**src/rtl/aes_pkg.sv**
```systemverilog
// Shared types and constants for the AES-128 round sequencer.
package aes_pkg;

  localparam int unsigned AES_NR          = 10;
  localparam int unsigned AES_NB          = 4;
  localparam int unsigned AES_KEY_TIMEOUT = 15;

  typedef enum logic [2:0] {
    LOAD  = 3'd0,
    SUB   = 3'd1,
    SHIFT = 3'd2,
    MIX   = 3'd3,
    ARK   = 3'd4
  } stage_sel_t;

  typedef enum logic [2:0] {
    S_IDLE,
    S_LOAD,
    S_ARK,
    S_SUB,
    S_SHIFT,
    S_MIX,
    S_DONE
  } ctrl_state_t;

endpackage

```
**src/rtl/aes_round_counter.sv**
```systemverilog
// Round counter and key-stall timeout counter for the AES round sequencer.
module aes_round_counter
  import aes_pkg::*;
#(
  parameter int unsigned NR          = AES_NR,
  parameter int unsigned KEY_TIMEOUT = AES_KEY_TIMEOUT
) (
  input  logic       clk,
  input  logic       rst,
  input  logic       clr,
  input  logic       inc,
  input  logic       tick_wait,
  output logic [3:0] round_num,
  output logic       at_last,
  output logic       timeout
);

  localparam int unsigned     WW           = (KEY_TIMEOUT > 1) ? $clog2(KEY_TIMEOUT) : 1;
  localparam logic [3:0]      LP_NR        = 4'(NR);
  localparam logic [WW-1:0]   LP_WAIT_LAST = WW'(KEY_TIMEOUT - 1);

  logic [3:0]    r_round;
  logic [WW-1:0] r_wait;

  // The wait count clears on any non-stall cycle, which covers leaving ARK.
  always_ff @(posedge clk or posedge rst) begin
    if (rst) begin
      r_round <= '0;
      r_wait  <= '0;
    end else if (clr) begin
      r_round <= '0;
      r_wait  <= '0;
    end else begin
      if (inc && !at_last) r_round <= r_round + 4'd1;
      r_wait <= tick_wait ? r_wait + WW'(1) : '0;
    end
  end

  assign round_num = r_round;
  assign at_last   = (r_round == LP_NR);
  // Asserted while the count shows KEY_TIMEOUT-1 prior stalls: this stall is the last allowed.
  assign timeout   = (r_wait == LP_WAIT_LAST);

endmodule

```
**src/rtl/aes_round_ctrl.sv**
```systemverilog
// Sequencing FSM for the AES-128 datapath: stage selects, state write enable, key requests.
module aes_round_ctrl
  import aes_pkg::*;
#(
  parameter int unsigned NR          = AES_NR,
  parameter int unsigned KEY_TIMEOUT = AES_KEY_TIMEOUT
) (
  input  logic       clk,
  input  logic       rst,
  input  logic       start,
  input  logic       abort,
  input  logic       key_valid,
  output logic       in_ready,
  output logic       busy,
  output logic [2:0] stage_sel,
  output logic       state_we,
  output logic [3:0] round_num,
  output logic       key_req,
  output logic       done,
  output logic       err
);

  if (NR < 1 || NR > 15) begin : g_bad_nr
    $error("aes_round_ctrl: NR must be in 1..15");
  end
  if (KEY_TIMEOUT < 1) begin : g_bad_timeout
    $error("aes_round_ctrl: KEY_TIMEOUT must be at least 1");
  end

  ctrl_state_t r_state;
  stage_sel_t  w_stage;
  logic        w_abort, w_key_ok, w_stall, w_inc, w_clr;
  logic        w_at_last, w_timeout;
  logic [3:0]  w_round;

  assign w_abort  = abort && (r_state != S_IDLE);
  assign w_key_ok = (r_state == S_ARK) && key_valid && !w_abort;
  assign w_stall  = (r_state == S_ARK) && !key_valid && !w_abort;
  assign w_inc    = w_key_ok && !w_at_last;
  assign w_clr    = w_abort || (w_stall && w_timeout) || (r_state == S_DONE);

  aes_round_counter #(
    .NR          (NR),
    .KEY_TIMEOUT (KEY_TIMEOUT)
  ) u_cnt (
    .clk       (clk),
    .rst       (rst),
    .clr       (w_clr),
    .inc       (w_inc),
    .tick_wait (w_stall),
    .round_num (w_round),
    .at_last   (w_at_last),
    .timeout   (w_timeout)
  );

  always_ff @(posedge clk or posedge rst) begin
    if (rst) begin
      r_state <= S_IDLE;
    end else if (w_abort) begin
      r_state <= S_IDLE;
    end else begin
      case (r_state)
        S_IDLE:  if (start) r_state <= S_LOAD;
        S_LOAD:  r_state <= S_ARK;
        S_ARK: begin
          if (key_valid)      r_state <= w_at_last ? S_DONE : S_SUB;
          else if (w_timeout) r_state <= S_IDLE;
        end
        S_SUB:   r_state <= S_SHIFT;
        S_SHIFT: r_state <= w_at_last ? S_ARK : S_MIX;
        S_MIX:   r_state <= S_ARK;
        S_DONE:  r_state <= S_IDLE;
        default: r_state <= S_IDLE;
      endcase
    end
  end

  always_comb begin
    w_stage = LOAD;
    case (r_state)
      S_SUB:   w_stage = SUB;
      S_SHIFT: w_stage = SHIFT;
      S_MIX:   w_stage = MIX;
      S_ARK:   w_stage = ARK;
      default: w_stage = LOAD;
    endcase
  end

  always_comb begin
    in_ready  = (r_state == S_IDLE);
    busy      = (r_state != S_IDLE);
    stage_sel = w_stage;
    round_num = w_round;
    key_req   = (r_state == S_ARK);
    done      = (r_state == S_DONE) && !w_abort;
    err       = w_stall && w_timeout;
    state_we  = 1'b0;
    case (r_state)
      S_LOAD, S_SUB, S_SHIFT, S_MIX: state_we = !w_abort;
      S_ARK:                         state_we = w_key_ok;
      default:                       state_we = 1'b0;
    endcase
  end

endmodule
```
**config.mk**
```make
export PLATFORM = sky130hd
export DESIGN_NAME = aes_round_ctrl
export DESIGN_NICKNAME = d
export VERILOG_FILES = /design/src/rtl/aes_pkg.sv /design/src/rtl/aes_round_counter.sv /design/src/rtl/aes_round_ctrl.sv
export SDC_FILE = /design/constraint.sdc
export NUM_CORES = 1
export LEC_CHECK = 0
export ABC_AREA = 0
export CAP_MARGIN = 0
export CORE_MARGIN = 8
export CORE_UTILIZATION = 50
export CTS_BUF_LIST = sky130_fd_sc_hd__clkbuf_2 sky130_fd_sc_hd__clkbuf_4 sky130_fd_sc_hd__clkbuf_8
export CTS_CLUSTER_SIZE = 24
export DETAILED_ROUTE_END_ITERATION = 10
export GPL_ROUTABILITY_DRIVEN = 1
export HOLD_SLACK_MARGIN = 0.05
export PLACE_DENSITY_LB_ADDON = 0.08
export SLEW_MARGIN = 25
export SYNTH_ARGS = -nofsm -noshare
export SYNTH_HDL_FRONTEND = slang
export SYNTH_SLANG_ARGS = --single-unit
```
**constraint.sdc**
```tcl
create_clock -name clk -period 2 [get_ports clk]
set_input_delay 0.5 -clock clk [delete_from_list [all_inputs] [get_ports clk]]
set_output_delay 0.5 -clock clk [all_outputs]
set_load 0.05 [all_outputs]
```
# After elaboration in Yosys (flattened, before gate mapping)
# Cells that the tools add are included.
# Widths: inputs -> output; s select.
[word_totals]
register_bits = 11
inputBits = 5
output_inout_bits = 13
word_cells = 48
[op_classes]
n_addsub = 2
eq_ne = 10
mux = 13
reduce_logical = 20
[op_table]
columns = ["operator", "count"]
rows = [
  ["$mux 3", 6],
  ["$mux 4", 4],
  ["$pmux 3 s5", 1],
  ["$pmux 3 s4", 1],
  ["$eq 3x3->1 const B", 3],
  ["$logic_and 1x1->1", 9],
  ["$add 4x1->4 const B", 2],
  ["$eq 4x4->1 const B", 2],
  ["$eq 3x2->1 const B", 2],
  ["$ne 4x2->1 const B", 1],
  ["$reduce_or 4->1", 1],
  ["$eq 3x1->1 const B", 1],
  ["$logic_not 1->1", 3],
  ["$logic_not 3->1", 1],
  ["$ne 3x2->1 const B", 1],
  ["$reduce_bool 3->1", 1],
  ["$logic_or 1x1->1", 2],
  ["$pmux 1 s2", 1],
  ["$reduce_and 2->1", 1],
  ["$reduce_bool 2->1", 1],
  ["$reduce_or 2->1", 1],
]

# Depth between registers and ports, before layout
# Gate-level depths: netlist of the first run.
[depth]
word_depth = 8
depth_mapped = 7
ltp_nobuf = 6

# Modules after synthesis
# A second synthesis of the first run with hierarchy kept.
[unflattened]
hier_cells = 84
hier_area_um2 = 788.3
[by_module_without_submodules]
columns = ["mod", "n_inst", "cells_per_inst", "area_each_um2", "seq_area_each_um2"]
rows = [
  ["aes_round_counter", 1, 40, 420.4, 200.2],
  ["aes_round_ctrl", 1, 44, 367.9, 75.1],
]

# Worst setup path after synthesis of the first run
# Ideal clock, no wire load.
[synth_path]
path_type = "register -> output"
startpoint = "register r_state[1]"
endpoint = "output busy"
arrival_time_ns = 2.312
required_time_ns = 1.500
setup_slack_ns = -0.812
path_stages_with_launch = 4
n_path_buf = 1
path_cell_list = "dfrtp_1 > buf_2 > nor3_1 > inv_1"
[synth_via]
elab_chain_len = 1
[synth_rtl]
columns = ["item", "line", "text"]
rows = [
  ["start: declaration", "aes_round_ctrl.sv:30", "ctrl_state_t r_state;"],
  ["start signal: assignment", "aes_round_ctrl.sv:66", "if (key_valid) r_state <= w_at_last ? S_DONE : S_SUB;"],
  ["start signal: assignment", "aes_round_ctrl.sv:70", "S_SHIFT: r_state <= w_at_last ? S_ARK : S_MIX;"],
  ["$reduce_bool 3->1", "aes_round_ctrl.sv:91", "busy = (r_state != S_IDLE);"],
  ["end: declaration", "aes_round_ctrl.sv:14", "output logic busy,"],
]
# Every way passes these cells.

# Worst setup path in the final report of the first run
[layout_path]
startpoint = "register u_cnt.r_wait[0]"
endpoint = "output err"
[layout_via]
elab_chain_len = 2
[layout_rtl]
columns = ["item", "line", "text"]
rows = [
  ["start: declaration", "aes_round_counter.sv:23", "logic [WW-1:0] r_wait;"],
  ["start signal: assignment", "aes_round_counter.sv:35", "r_wait <= tick_wait ? r_wait + WW'(1) : '0;"],
  ["$eq 4x4->1", "aes_round_counter.sv:42", "assign timeout = (r_wait == LP_WAIT_LAST);"],
  ["$logic_and 1x1->1", "aes_round_ctrl.sv:96", "err = w_stall && w_timeout;"],
  ["end: declaration", "aes_round_ctrl.sv:20", "output logic err"],
]
# Every way passes these cells.

==> results.md, run 1 <==
- The run finished with clean final reports.
- The largest net degree at the start of global routing is 12.
- For the worst setup path, the data arrival time is ~1.4 ns.
- Routed signal wires occupy layers up through met4.
- The critical path is of the flip-flop to output port type.
- The complex-gate fraction of the synthesized area is 0.108.
- For this run, the post-layout net count is 120.
- The ratio of routed vias to standard cells is 5.33.
- In this design, the stage delay of the slowest critical-path cell is just over 0.4 ns.
- In the final layout, the share of cells above drive strength 1 is 0.382.
- The detailed-route wire length per cell is 14.3 um.
- Setup slack closes at 0.0685 ns.
- The number of antenna diodes in the final layout is 0.
- Measured against its own limit, the worst slew margin works out to 0.717.
- The first global-routing pass estimated 2920 um of wire.
- Setup repair after global routing could not meet its margin everywhere.
- In the synthesized netlist the async set-or-reset flop fraction comes to 1.00.
- The core footprint is 1470 sq um.
- Of the total synthesized cell area, the portion taken by AND, OR, NAND and NOR gates is 0.302.
- The power density over the cells is approximately 1100 nW/um^2.
- The path class of the tightest hold or removal check is flip-flop to flip-flop.
- For the pin with the worst max-slew slack, the measured transition is between 0.4 and 0.5 ns.
- The die outline width is 55.1 um.
- The root buffer cell chosen for the clock tree is sky130_fd_sc_hd__clkbuf_4.
- Sorting the synthesized cells by area gives the leading types as sky130_fd_sc_hd__dfrtp_1 (36%), sky130_fd_sc_hd__nor2_1 (8.8%), sky130_fd_sc_hd__ha_1 (6.5%).
- A synthesized cell averages 9.01 sq um.
- The cell row count is 14.
- Across the routed clock network, the largest skew measured is 0.00491 ns.
- The number of CTS-inserted buffers is 3.
- The main combinational cell family by area after synthesis is simple AND/OR/NAND/NOR gates.
- In this run the worst path has a maximum fanout of 4.
- The category of cells accounting for the largest share of critical-path delay is flip-flops.
- The routed design has roughly 1800 um of wire.
- The worst path in the final design needs a cycle of between 1.5 and 2 ns, including I/O delays and setup.
- The mux contribution to synthesized area is 0.0261.
- Detailed routing placed a total of 103 um of wire on met3.
- The fraction of synthesized cell area in xor and xnor cells is 0.0572.
- The top cell types in the final layout, fill and taps aside, are sky130_fd_sc_hd__nor2_1 (17), sky130_fd_sc_hd__buf_4 (13), sky130_fd_sc_hd__buf_12 (9), sky130_fd_sc_hd__dfrtp_1 (9).
- The library cell used most frequently in the layout, excluding fill and tap cells, is sky130_fd_sc_hd__nor2_1.
- The cell count of the worst hold path is 1.
- Yosys mapped a number of flops with a built-in enable equal to 0.
- For the worst-skew pair, the clock arrives at the later sink with an insertion delay of 0.27 ns.
- The area growth from synthesis to layout is 48.0%.
- Global routing finished with a remaining overflow of 0.
- The fraction of post-synthesis cell area in the top cell type by area is 0.359.
- The capturing element type of the critical path is an output port.
- The utilization after layout is 0.770.
- The boundary pin count is 18.
- The number of pins exceeding their max-slew limit in the final report is 0.
- Across the VDD grid, the largest voltage drop is 786 uV.
- For this run, the detailed router's first-pass iteration total came to 4.
- The clock input transition at the sequential cells of the worst setup and hold paths is 0.06 ns.
- In this run the remaining antenna-violating nets after routing total 0.
- The number of max-capacitance violations reported is 0.
- For the worst setup path, the data required time is 1.50 ns.
- For this run, the total global-route usage over all layers was measured as 0.133.
- The number of global-route vias before repair was 651.
- The final number of hold-violating endpoints came to 0.
- The number of buffers inserted by port buffering is 17.
- The sum of net half-perimeters after detailed placement is 1420 um.
- The number of different library cells in the post-synthesis netlist is 27.
- The number of buffers on the longest clock path is 2.
- The floorplan step defined a die boundary enclosing 3040 sq um.
- Counting both buffers and inverters, the worst setup path holds a total of 2.
- The initial utilization of the core area, before any placement, comes to 0.520.
- Including well taps, the total number of placed cells is 122.
- During synthesis, Yosys emitted a total of 0 warnings.
- In the final routing, the length of wire on met1 measures between 700 and 800 um.
- Timing would allow up to 0.518 GHz.
- The post-CTS setup buffer count is 0.
- The initial antenna violation count came to 0.
- Of the synthesized area, sequential elements account for 0.359.
- The reported leakage power is 0.515 nW.
- The slowest cell on the critical path is sky130_fd_sc_hd__dfrtp_1.
- For this block, the initial DRC count from the detailed router was 11.
- Of the total synthesized cell area, the portion taken by full adders, half adders and majority gates is 0.0654.
- Measured along the y axis, the die boundary spans 55.1 um.
- The critical path crosses 5 cells after its start point.
- At the placement stage, the worst setup path has a slack of -0.214 ns.
- In this run, synthesis produced a sequential element count of 11.
- The leading area contributor after synthesis is sky130_fd_sc_hd__dfrtp_1.
- For this run, design rule violations remaining after detail routing come to 0.
- Traced cell by cell, the critical path runs through inv_1 -> ha_1 -> nand3_2 -> nor3b_4 -> buf_12.
- The met2 wire length is between 800 and 900 um.
- The sink count of the clock tree is 11.
- CTS built an H-tree with a depth of 1.
- The worst register-to-register path has a depth of 6.
- Synthesis produced a netlist whose cell count is between 80 and 90.
- Routability-driven placement finished with a final weighted congestion of around 0.85.
- The number of nets handed over by synthesis was 94.
- Setup violations remaining at the end of the flow were counted as 0.
- The primary flip-flop cell chosen by synthesis mapping is sky130_fd_sc_hd__dfrtp_1.
- TritonCTS built the clock tree.
- The number of standard cells in the final layout excluding fillers is 126.
- In the finished design, the share of the clock period the worst path needs comes to 0.966.
- The routed layout has 671 vias.
- The launching element type of the critical path is a flip-flop.
- The summed instance area of the synthesized netlist is 766 sq um.
[synth_stat cells, drive strengths merged (2+ instances only)]
library cell   n
inv            6
mux2i          2
buf            5
nand3          3
o21ai          5
ha             4
nor2          18
nor3           4
nor3b          3
xnor2          4
o21a           2
a21oi          7
nand2b         2
or3b           3
dfrtp         11
[per-stage QoR]
step	TNS, ns	area [sq um]	hold slack, ns	power (W)
6_report	0	1130	0.481	0.00125
3_5_place_dp	-0.360	1080	0.476	0.00108
5_1_grt	-0.0143	1130	0.520	0.00132
3_3_place_gp	-0.289	1080	0.473	0.00107
2_1_floorplan	-0.422	786	0.352	0.000765
4_1_cts	-0.131	1120	0.485	0.00125
[state kept, by name, summed over array words and instances, names as in the netlist]
signal	flops
u_cnt.round_num	4
u_cnt.r_wait	4
r_state	3
[where the power goes]
part | leakage, nW | switching [W] | total (W) | internal (W)
registers | 0.148 | 0.0000578 | 0.000311 | 0.000253
clock network | 0.0184 | 0.0000750 | 0.000166 | 0.0000910
logic | 0.348 | 0.000430 | 0.000772 | 0.000342
[routing by layer]
metal | track usage | vias to the layer above
met2 | 0.200 | 17
li1 | - | 336
met4 | 0.0880 | 0
met5 | 0 | -
met3 | 0.0321 | 5
met1 | 0.164 | 313
[final timing paths]
check | start | endpoint | slack [ns]
worst max register to register | u_cnt.round_num[0] | r_state[2] | 0.37
max in group asynchronous | rst | r_state[2] | 1.17
worst max-delay path | u_cnt.r_wait[0] | err | 0.07
min in group asynchronous | rst | u_cnt.round_num[2] | 0.51
worst min-delay path | u_cnt.r_wait[0] | u_cnt.r_wait[0] | 0.48
worst min register to register | u_cnt.r_wait[0] | u_cnt.r_wait[0] | 0.48
[worst reg2reg max path, stage by stage (launching register included)]
cell and delay (ns):
sky130_fd_sc_hd__dfrtp_1 0.43, sky130_fd_sc_hd__inv_1 0.08, sky130_fd_sc_hd__ha_1 0.13, sky130_fd_sc_hd__and3b_1 0.32, sky130_fd_sc_hd__a21oi_2 0.09, sky130_fd_sc_hd__or3b_1 0.38
sky130_fd_sc_hd__a21oi_2 0.15
[kinds of logic after synthesis]
| logic type | after synthesis |
|---|---|
| fa+ha+maj | 4 |
| buf+inv | 11 |
| mux | 2 |
| simple gates | 38 |
| xor+xnor | 5 |
| compound gates | 14 |
| flops | 11 |
[repair_timing]
| item | 4_1_cts | 5_1_grt |
|---|---|---|
| hold buffers | 0 | 0 |
| hold endpoints to repair | 0 | 0 |
| resized for setup | 2 | 6 |
| setup endpoints to repair | 3 | 6 |
| pin swaps | 0 | 2 |
| gates cloned | 0 | 0 |
[layout make-up]
class,instances,area [sq um]
multi-input cells,63,464
well taps,16,20.0
clock buffers,4,30.0
inverters,6,22.5
flip-flops and latches,11,278
repair buffers,26,319
fillers,106,338
Note: power is estimated with default switching activity, not from simulation.
==> run 2, diff against run 1 <==
--- a/config.mk
+++ b/config.mk
@@ -9,6 +9,5 @@
 export CAP_MARGIN = 0
 export CORE_MARGIN = 8
-export CORE_UTILIZATION = 50
-export CTS_BUF_LIST = sky130_fd_sc_hd__clkbuf_2 sky130_fd_sc_hd__clkbuf_4 sky130_fd_sc_hd__clkbuf_8
+export CORE_UTILIZATION = 48
 export CTS_CLUSTER_SIZE = 24
 export DETAILED_ROUTE_END_ITERATION = 10
==> constraint.sdc (replaced) <==
create_clock -name clk -period 2 [get_ports clk]
set_input_delay 0.3 -clock clk [delete_from_list [all_inputs] [get_ports clk]]
set_output_delay 0.3 -clock clk [all_outputs]
set_load 0.05 [all_outputs]
==> results.md, run 2 (same netlist as run 1, synthesis figures left out) <==
- The flow ran to the end, and the final reports show no timing, DRC or antenna violations.
- The critical path class is flip-flop to output port.
- Once routing completed, OpenROAD measured the worst setup slack at between 0.15 and 0.2 ns.
- After detailed routing, the wire length on met1 is 761 um.
- The cell at the root of the clock tree is sky130_fd_sc_hd__clkbuf_4.
- The total via count after detailed routing is 621.
- The power density over the cells is ~1100 nW/um^2.
- Once the clock tree was built, the resizer swapped 0 gates to a different size.
- Dividing the final minimum period by the clock period gives 0.925.
- The layout has between 100 and 150 filler cells.
- The data arrival time of the critical path is 1.55 ns.
- The CTS H-tree depth is 1.
- For the pin with the worst max-slew slack, the measured transition is 0.503 ns.
- The launching element type of the critical path is a flip-flop.
- The number of buffers inserted by port buffering is 17.
- At the end of the flow, the number of nets in the layout was 114.
- The TritonCTS clock tree is done.
- The maximum fanout encountered on the critical timing path is 10.
- IR analysis of the VDD net gives a maximum drop of roughly 680 uV.
- The HPWL after detailed placement is 1180 um.
- For the worst setup path, the data required time is roughly 1.7 ns.
- The initial antenna violation count is 0.
- The detailed-route wire length per cell is 12.8 um.
- After clock tree synthesis, the clock-pin slew on the worst setup and hold paths is 0.07 ns.
- Before antenna repair, the detailed router went through 4 iterations.
- In this run the static leakage power is 0.443 nW.
- The congestion estimate from routability-driven global placement came to 0.747.
- The final number of hold-violating endpoints is 0.
- For the final database, setup skew stands at around 0.002 ns.
- The post-detailed-placement cell area is between 1000 and 1500 sq um.
- Across the run, the number of max-cap violations was 0.
- The total negative slack is 0 ns.
- The number of CTS-inserted buffers is 3.
- The signed area change from the synthesized netlist to the final layout is 38.7%.
- In this run the tightest slew margin relative to its limit is 0.663.
- The number of buffers on the longest clock path is 2.
- Measured in cells, the most critical reg-to-reg path has a length of 6.
- After global routing the overflow that remains totals 0.
- The commonest non-fill, non-tap cell in the layout is sky130_fd_sc_hd__nor2_1.
- The number of nets with antenna violations after routing is 0.
- The boundary pin count is 18.
- The total area inside the core boundary comes to 1510 sq um.
- The floorplan has 14 rows.
- The class of the most critical hold timing path is input pin to asynchronous set/reset pin.
- The sink count of the clock tree is 11.
- The worst setup slack for register-to-register paths is 0.40 ns.
- The count of hold-fix buffers inserted at cts is 0.
- The highest signal layer in the routed design is met4.
- The final wirelength is between 1500 and 2000 um.
- The post-CTS setup buffer count is 0.
- The first routing iteration left 7 violations.
- The initial standard-cell utilization of the core is 0.508.
- The repair_antennas step left the layout with diodes totalling 0.
- The largest net degree at the start of global routing is 15.
- The capturing element type of the critical path is an output port.
- The number of global-route vias before repair was 607.
- Setup violations remaining at the end of the flow were counted as 0.
- The startpoint of the lowest-slack register-to-register path is u_cnt.round_num[0].
- In the routed layout, each cell is associated on average with a via count of 5.18.
- The total met3 wirelength after detailed routing is around 80 um.
- The peak clock frequency supported by timing is 0.541 GHz.
- Measured along the y axis, the die boundary spans 55.9 um.
- At the placement stage, the worst setup path has a slack of between 0.15 and 0.2 ns.
- The overall power is ~0.0011 W.
- The floorplan step defined a die boundary enclosing 3130 sq um.
- The overall routing resource usage is 0.101.
- The area of all placed cells without fillers is 1060 sq um.
- The clock insertion delay at the later pin of the skew report is 0.26 ns.
- The terminus of the critical flop-to-flop path is r_state[2].
- After detailed routing, the met2 layer carries 660 um of wire.
- Measured along the x axis, the die boundary spans 55.9 um.
- The number of pins exceeding their max-slew limit in the final report is 0.
- Setup repair after global routing left no endpoint under its margin.
- The post-route DRC violation count is 0.
- The top cell types in the final layout, fill and taps aside, are sky130_fd_sc_hd__nor2_1 (18), sky130_fd_sc_hd__dfrtp_1 (9), sky130_fd_sc_hd__clkdlybuf4s50_1 (8), sky130_fd_sc_hd__buf_12 (8), sky130_fd_sc_hd__inv_1 (6).
- The first global-routing pass estimated 2660 um of wire.
- Final hold analysis gives a worst-case slack of 0.310 ns.
- For the finished layout, the period the worst path requires is 1.85 ns.
- In the final layout, the share of cells above drive strength 1 is 0.260.
==> run 2: worst max path at each step <==
stage,slack (ns),cells after the start,from,endpoint
6_report,0.15,4,r_state[0],err
5_1_grt,0.04,4,r_state[0],err
4_1_cts,0.05,4,r_state[2],state_we
3_5_place_dp,0.19,4,key_valid,err
3_3_place_gp,0.20,4,key_valid,err
2_1_floorplan,-0.04,3,r_state[1],busy
==> run 2: metal layers <==
metal / global-route usage / vias to the layer above
li1: - / 325
met1: 0.121 / 278
met2: 0.151 / 14
met3: 0.0342 / 4
met4: 0.0619 / 0
met5: 0 / -
==> run 2: report_power, final <==
part	internal [W]	switching [W]	total [W]
Sequential	0.000253	0.0000768	0.000329
Combinational	0.000285	0.000381	0.000666
Clock	0.0000772	0.0000715	0.000149
Total	0.000614	0.000530	0.00114
==> run 2: critical path: stages, from the launching register on <==
cell,delay [ns]
sky130_fd_sc_hd__dfrtp_1,0.50
sky130_fd_sc_hd__inv_1,0.19
sky130_fd_sc_hd__nand2_1,0.13
sky130_fd_sc_hd__nor3b_2,0.28
sky130_fd_sc_hd__buf_12,0.18
==> run 2: layout make-up <==
| cell class | count | area [sq um] | share of cell area |
|---|---|---|---|
| clock buffer | 4 | 26.3 | 0.0247 |
| timing repair buffer | 20 | 270 | 0.254 |
| inverter | 6 | 22.5 | 0.0212 |
| tap | 16 | 20.0 | 0.0188 |
| multi-input combinational | 63 | 445 | 0.419 |
| sequential | 11 | 278 | 0.261 |
==> run 2: through the flow <==
step / utilization / std cells
floorplan: - / 85
global placement: 0.686 / 116
detailed placement: 0.686 / 116
CTS: 0.703 / 120
global route: 0.705 / 120
finish: 0.705 / 120
==> run 3, diff against run 2 <==
Settings changed: CORE_ASPECT_RATIO set to 1.25, CORE_MARGIN 8 to unset, CORE_UTILIZATION 48 to 40.
==> results.md, run 3 (same netlist as run 1, synthesis figures left out) <==
- The min-delay analysis places its worst path in the category input pin to asynchronous set/reset pin.
- The required arrival time at the worst endpoint is 1.70 ns.
- The DRC violation total after the first TritonRoute iteration is 4.
- The overall routing resource usage is 0.182.
- In this run the power density over the cells is 1050 nW/um^2.
- Adding up every negative setup slack in the final design gives 0 ns.
- The worst setup path is captured at an output port.
- The cell row count is 17.
- The library cells used most frequently in the layout, excluding fill and tap cells, are sky130_fd_sc_hd__nor2_1 (18), sky130_fd_sc_hd__dfrtp_1 (10), sky130_fd_sc_hd__clkdlybuf4s50_1 (8).
- TritonCTS built the clock tree.
- Grouping stages by cell kind, the critical path spends the most delay in flip-flops.
- The peak clock frequency supported by timing is 0.529 GHz.
- The die outline width is 41.1 um.
- The diode insertion count for antenna repair is 0.
- The global-route wire length before repair is between 2000 and 3000 um.
- The slowest cell on the critical path is sky130_fd_sc_hd__dfrtp_1.
- For this run, the post-layout net count is 114.
- The setup path with the least slack is of type flip-flop to output port.
- The total via count after detailed routing is 619.
- The signed area change from the synthesized netlist to the final layout is 37.4%.
- The data arrival time of the critical path is 1.59 ns.
- The flow ran to the end, and the final reports show no timing, DRC or antenna violations.
- After detailed routing, the total wire length is 1470 um.
- The clock period could shrink to around 1.9 ns.
- The placed instance count is approximately 120.
- The total area inside the core boundary comes to 1790 sq um.
- The final number of hold-violating endpoints was 0.
- The largest net degree at the start of global routing is 15.
- The die is 50.9 um tall.
- The worst max-slew margin expressed relative to the limit is 0.657.
- In the final routed layout, each cell accounts on average for roughly 12 um.
- The die covers 2090 sq um.
- The cell sitting at the root of the clock tree is a sky130_fd_sc_hd__clkbuf_4.
- Of the cells placed in the final design, the portion with a size suffix greater than 1 is 0.250.
- The post-route DRC violation count is 0.
- Pin placement for this block handled 18 I/O pins.
- The worst setup slack for register-to-register paths is 0.39 ns.
- In this design, the stage delay of the slowest critical-path cell is 0.67 ns.
- Setup repair after global routing left no endpoint under its margin.
- Traced cell by cell, the critical path runs through nand2_1 -> nor3b_2 -> buf_12.
- The reported leakage power is 0.439 nW.
- In the finished design, the share of the clock period the worst path needs comes to 0.945.
- The ratio of routed vias to standard cells is 5.03.
- Counting along the longest clock path gives a buffer depth of 2.
- The clock input transition at the sequential cells of the worst setup and hold paths is 0.07 ns.
- The remaining global-route overflow is 0.
- The number of buffers and inverters on the critical path is 1.
- Counting every sink on the clock net gives 11.
- Along the worst path, the maximum fanout reaches 14.
- On the final layout, the worst clock skew is 0.00687 ns.
- VDD sags by at most 522 uV.
- Detailed placement finished with a half-perimeter wire length of 1140 um.
- The launching element type of the critical path is a flip-flop.
- The CTS H-tree depth is 1.
- Setup violations remaining at the end of the flow were counted as 0.
- Routability-driven placement finished with a final weighted congestion of 0.842.
- The commonest non-fill, non-tap cell in the layout is sky130_fd_sc_hd__nor2_1.
- The number of pins exceeding their max-slew limit in the final report is 0.
- The number of global-route vias before repair is 615.
- The number of max-capacitance violations reported is 0.
- At the pin with the least slew margin, the transition time is approximately 0.51 ns.
- The number of hold buffers added after CTS was 0.
- The number of optimization iterations in the first detailed-route pass is 2.
- Clock latency on the worst-skew pair, taken at its later pin, is about 0.26 ns.
- The initial antenna violation count is 0.
- The initial standard-cell utilization of the core is 0.429.
- The count of buffers added on input and output ports is 17.
- The number of standard cells in the final layout excluding fillers is 123.
- In this run the remaining antenna-violating nets after routing total 0.
- TritonCTS created 3 clock buffers.
## run 3: changes by cell type in the layout (fill, tap and decap cells not counted)
cell / previous run / this run
sky130_fd_sc_hd__buf_4: 4 / 5
sky130_fd_sc_hd__dfrtp_2: 2 / 1
sky130_fd_sc_hd__buf_12: 8 / 7
sky130_fd_sc_hd__dfrtp_1: 9 / 10
## run 3: area by class of cell
cell class,instances,area (sq um)
fill,167,734
multi-input combinational,63,445
sequential,11,277
timing repair buffer,20,258
clock buffer,4,26.3
tap,19,23.8
inverter,6,22.5
## run 3: report_power, final
group          switching [W]  total [W]  internal (W)
sequential         0.0000788   0.000330      0.000251
combinational       0.000374   0.000627      0.000253
clock              0.0000684   0.000145     0.0000770
## run 3: per-layer routing
| layer | GRT usage | wire [um] |
|---|---|---|
| met1 | 0.237 | 698 |
| met2 | 0.284 | 708 |
| met3 | 0.0130 | 47 |
| met4 | 0.102 | 12 |
| met5 | 0 | 0 |
## run 3: path summary, 6_finish.rpt
kind                                          from               to  cells past startpoint
worst min register to register     u_cnt.r_wait[0]  u_cnt.r_wait[0]                      1
worst max-delay path                    r_state[1]              err                      3
min in group clk                   u_cnt.r_wait[0]  u_cnt.r_wait[0]                      1
worst min-delay path                           rst       r_state[0]                      2
worst max register to register  u_cnt.round_num[0]       r_state[2]                      6
max in group asynchronous                      rst       r_state[2]                      2
## run 3: metrics by stage
| step | utilization | setup slack, ns | area [sq um] | power (W) | hold slack [ns] |
|---|---|---|---|---|---|
| 4_1_cts | 0.588 | 0.0683 | 1050 | 0.00111 | 0.327 |
| 3_5_place_dp | 0.574 | 0.185 | 1020 | 0.000963 | 0.487 |
| 2_1_floorplan | - | -0.0445 | 783 | 0.000762 | 0.152 |
| 5_1_grt | 0.589 | 0.00179 | 1050 | 0.00119 | 0.384 |
| 6_report | 0.589 | 0.111 | 1050 | 0.00110 | 0.313 |
| 3_3_place_gp | 0.574 | 0.190 | 1020 | 0.000958 | 0.474 |
## run 3: what timing repair did
| action | in CTS | in global routing |
|---|---|---|
| endpoints found under the setup margin | 0 | 1 |
| gates resized for setup | 0 | 1 |
| setup buffers | 0 | 0 |
| endpoints found under the hold margin | 0 | 0 |
